File: src/rtl/locked_grant_arbiter.sv
// rtl/locked_grant_arbiter.sv - registered fixed-priority arbiter with tenure lock, hold limit and penalty
module locked_grant_arbiter #(
   parameter int width       = 2,
   parameter int max_hold    = 16,
   parameter int cnt_width   = 5,
   parameter int owner_width = 1
) (
   input  logic                   clk,
   input  logic                   rst,
   input  logic [width-1:0]       i_request,
   input  logic                   i_release,
   output logic [width-1:0]       o_grant,
   output logic [owner_width-1:0] o_owner,
   output logic                   o_timeout
);

   typedef enum logic {
      IDLE  = 1'b0,
      OWNED = 1'b1
   } state_t;

   state_t                 state, nxt_state;
   logic [width-1:0]       r_grant, nxt_grant;
   logic [owner_width-1:0] r_owner, nxt_owner;
   logic                   r_timeout, nxt_timeout;
   logic [cnt_width-1:0]   r_cnt, nxt_cnt;
   logic [width-1:0]       r_penalty, nxt_penalty;

   logic [width-1:0]       cand;
   logic [width-1:0]       win_onehot;
   logic [owner_width-1:0] win_idx;
   logic                   win_found;
   logic                   owner_req;
   logic                   hold_done;

   // A penalised master is skipped only when someone else is asking.
   always_comb begin
      cand = i_request & ~r_penalty;
      if (cand == '0) begin
         cand = i_request;
      end
      win_onehot = '0;
      win_idx    = '0;
      win_found  = 1'b0;
      for (int i = 0; i < width; i++) begin
         if (cand[i] && !win_found) begin
            win_found     = 1'b1;
            win_onehot[i] = 1'b1;
            win_idx       = owner_width'(i);
         end
      end
   end

   always_comb begin
      owner_req = 1'b0;
      for (int i = 0; i < width; i++) begin
         if (r_owner == owner_width'(i)) begin
            owner_req = i_request[i];
         end
      end
   end

   assign hold_done = (r_cnt == cnt_width'(max_hold - 1));

   always_comb begin
      nxt_state   = state;
      nxt_grant   = r_grant;
      nxt_owner   = r_owner;
      nxt_timeout = 1'b0;
      nxt_cnt     = r_cnt;
      nxt_penalty = r_penalty;
      case (state)
         IDLE: begin
            if (win_found) begin
               nxt_state   = OWNED;
               nxt_grant   = win_onehot;
               nxt_owner   = win_idx;
               nxt_cnt     = '0;
               nxt_penalty = '0;
            end
         end
         OWNED: begin
            if (i_release || !owner_req || hold_done) begin
               nxt_state = IDLE;
               nxt_grant = '0;
               nxt_owner = '0;
               nxt_cnt   = '0;
               // Release and withdrawal both take precedence over the hold limit.
               if (!i_release && owner_req) begin
                  nxt_timeout = 1'b1;
                  nxt_penalty = r_penalty | r_grant;
               end
            end else begin
               nxt_cnt = r_cnt + cnt_width'(1);
            end
         end
         default: begin
            nxt_state = IDLE;
            nxt_grant = '0;
            nxt_owner = '0;
            nxt_cnt   = '0;
         end
      endcase
   end

   always_ff @(posedge clk) begin
      if (rst) begin
         state     <= IDLE;
         r_grant   <= '0;
         r_owner   <= '0;
         r_timeout <= 1'b0;
         r_cnt     <= '0;
         r_penalty <= '0;
      end else begin
         state     <= nxt_state;
         r_grant   <= nxt_grant;
         r_owner   <= nxt_owner;
         r_timeout <= nxt_timeout;
         r_cnt     <= nxt_cnt;
         r_penalty <= nxt_penalty;
      end
   end

   assign o_grant   = r_grant;
   assign o_owner   = r_owner;
   assign o_timeout = r_timeout;

endmodule

File: config.mk
export PLATFORM = sky130hd
export DESIGN_NAME = locked_grant_arbiter
export DESIGN_NICKNAME = d
export VERILOG_FILES = /design/src/rtl/locked_grant_arbiter.sv
export SDC_FILE = /design/constraint.sdc
export NUM_CORES = 1
export LEC_CHECK = 0
export CORE_AREA = 4 4 41 43
export DETAILED_ROUTE_END_ITERATION = 8
export DIE_AREA = 0 0 45 47
export PLACE_DENSITY_LB_ADDON = 0.3
export SLEW_MARGIN = 20
export SYNTH_ARGS = -nofsm -noshare
export SYNTH_HDL_FRONTEND = slang
export SYNTH_SLANG_ARGS = --single-unit
File: constraint.sdc
create_clock -name clk -period 1.6 [get_ports clk]
set_input_delay 0.24 -clock clk [delete_from_list [all_inputs] [get_ports clk]]
set_output_delay 0.24 -clock clk [all_outputs]
set_load 0.005 [all_outputs]
==> out/results.ini <==
[detailed_routing]
drt_wl_total_um = 1188
via_count = 518
initialDrtViolationCount = 7
drt_first_pass_iters = 4
drt-vias-per-instance = 5.453
drc = 0
antenna_left = 0
wl_per_cell_um = 12.51

[grt]
track_usage_pct = 14.35
grt_pass1_vias = 504
grt.overflow.total = 0
grt_pass1_wl_um = 2180
grt_max_degree = 11
antenna_found_initial = 0

[cells_and_area]
layout-drive-gt1-share_pct = 23.75
diodes = 0
finalNonFillerCells = 95
final_nets = 88
final_util_pct = 58.46
area_growth_pct = 35.11

[synth]
ys_seq_elements = 11
synth_nets = 70
synth_enable_flop_cells = 0
ys_warn_count = 0
synthFlopType = dfxtp_1
async_flop_share_pct = 0
netlist_instances = 63
ys_types = 29
ys_seq_area_share_pct = 39.11
syn_area_um2 = 563.0
syn_avg_cell_area_um2 = 8.937

[timing]
fin_crit_sh_pct = 96.62
layout_setup_ws_ns = 0.05403
clock.fmax_ghz = 0.6468
finalHoldViolCount = 0
skew_ns = 0.003453
drv_slew = 0
finalSetupViolations = 0
min_period_ns = 1.546
setup_tns_ns = 0
rsz0062_at_grt = false
tightestPinTransition_ns = 0.3152
slew-limit-headroom_pct = 78.97

[critical_path]
worst_path_most_repeated_cell = ha_4
crit_path_start_kind = flop
slowest_delay_ns = 0.34
cp_slowest_cell = dfxtp_1
endpoint_kind = flop
path_max_fanout = 6
crit_family = simple AND/OR/NAND/NOR gates
arrival_ns = 1.73
critical_path_class = flop to flop
cp_num_buf_inv = 0
crit_chain = ha_4 > and3_4 > ha_4 > nor3b_4 > a21oi_2 > o32ai_2
cp.required_ns = 1.79

[clocking]
cts.path.max_buffers = 2
clock_latency_ns = 0.27
htreeDepth = 1
clk_pin_slew_worst_paths_ns = 0.07
cts.sinks = 11
numCtsBuffers = 3
tritoncts = yes
root_buffer = clkbuf_4

[placement]
dp_cells = 91
place_congestion = 0.7711
dp_hpwl_um = 861.6
io_buffers = 8
pre_cts_slack_ns = -0.04787

[floorplan]
die_h_um = 47
die_area_um2 = 2115
coreArea_um2 = 1301
die_w_um = 45
initial_utilization_pct = 43.27
rows = 13
io_pins = 9

[power_and_ir_drop]
vdd_drop_max_mv = 0.4929
leakagePower_nw = 0.2750
power_density_nw_per_um2 = 738.1

[job]
max_cap_violations = 0

[status]
outcome = complete, no violations

[min_path]
min_path_type = flop to flop

[layout make-up]
class,instances,area [um^2]
Fill cell,124,540.5
Sequential cell,11,221.5
Timing Repair Buffer,15,132.6
Inverter,6,22.52
Clock buffer,4,26.28
Tap cell,15,18.77
Multi-Input combinational cell,44,339.1
[worst paths after layout]
check,from,to,slack (ns),depth (start not counted)
max,r_cnt[1]$_SDFFE_PP0P_,o_grant[1]$_SDFFE_PP0P_,0.05,6
min,r_penalty[1]$_SDFFE_PP0P_,r_penalty[1]$_SDFFE_PP0P_,0.47,2
max reg2reg,r_cnt[1]$_SDFFE_PP0P_,o_grant[1]$_SDFFE_PP0P_,0.05,6
min reg2reg,r_penalty[1]$_SDFFE_PP0P_,r_penalty[1]$_SDFFE_PP0P_,0.47,2
[cell usage after synthesis (2+ instances only)]
cell | n | area [um^2]
a32oi_1 | 2 | 17.52
dfxtp_1 | 11 | 220.2
nand2_1 | 4 | 15.01
nand4_1 | 2 | 12.51
ha_1 | 2 | 25.02
nand3_1 | 4 | 20.02
a21oi_1 | 3 | 15.01
nor2_1 | 7 | 26.28
nand3b_1 | 2 | 15.01
nor2b_1 | 2 | 12.51
inv_1 | 6 | 22.52
[power by group]
part | internal [mW] | switching, mW | total, mW
registers | 0.280 | 0.00514 | 0.285
logic | 0.0418 | 0.0402 | 0.0820
clock network | 0.0965 | 0.0978 | 0.194
[layer usage]
layer / GRT usage [%] / share of wire [%] / vias to the layer above
li1: - / - / 261
met1: 18.39 / 51 / 249
met2: 21.75 / 44 / 6
met3: 4.598 / 3.8 / 2
met4: 7.018 / 1.0 / 0
met5: 0 / 0 / -
[placed cells by master, fill, tap and decap left out, drive strengths merged, types with 2 or more instances in the layout]
| master | synthesis | layout |
|---|---|---|
| ha | 2 | 2 |
| nor2 | 7 | 7 |
| buf | 1 | 7 |
| inv | 6 | 6 |
| dfxtp | 11 | 11 |
| clkdlybuf4s50 | 0 | 8 |
| nand3 | 4 | 4 |
| a21oi | 4 | 4 |
| a32oi | 2 | 2 |
| nand3b | 2 | 2 |
| nor2b | 2 | 2 |
| nand4 | 2 | 2 |
| nand2 | 4 | 4 |
| clkbuf | 1 | 4 |
[registers in the layout, indices dropped and copies added (netlist names)]
| signal | count |
|---|---|
| r_cnt | 5 |
| o_grant | 2 |
| r_penalty | 2 |
| o_timeout | 1 |
| state | 1 |
[through the flow]
| stage | hold slack (ns) | power (mW) | cell area [um^2] |
|---|---|---|---|
| after floorplan | 0.3774 | 0.3319 | 563.0 |
| after global placement | 0.4500 | 0.3720 | 703.2 |
| after detailed placement | 0.4572 | 0.3725 | 703.2 |
| after CTS | 0.4713 | 0.5711 | 749.5 |
| after global routing | 0.5129 | 0.5886 | 760.7 |
| final | 0.4699 | 0.5615 | 760.7 |
[tightest hold or removal path: stages, from the launching register on]
cell,delay (ns)
dfxtp_1,0.31
inv_1,0.06
a21oi_1,0.06
[cells by family (layout without fill, tap and decap cells)]
| logic type | count (synthesis) | after routing | share of synthesized area (%) |
|---|---|---|---|
| buffers and inverters | 8 | 25 | 6.000 |
| muxes | 1 | 1 | 2.666 |
| DFF | 11 | 11 | 39.11 |
| AOI/OAI and AO/OA | 14 | 14 | 19.34 |
| adders and majority gates | 2 | 2 | 4.444 |
| and+or+nand+nor | 27 | 27 | 28.45 |
[timing repair]
| item | in CTS | in global routing |
|---|---|---|
| setup buffers | 0 | 0 |
| gates cloned | 0 | 0 |
| pin swaps | 2 | 2 |
| hold buffers | 0 | 0 |
| resized for setup | 4 | 2 |
| endpoints found under the setup margin | 4 | 3 |
Power figures use the tool's default switching activity.
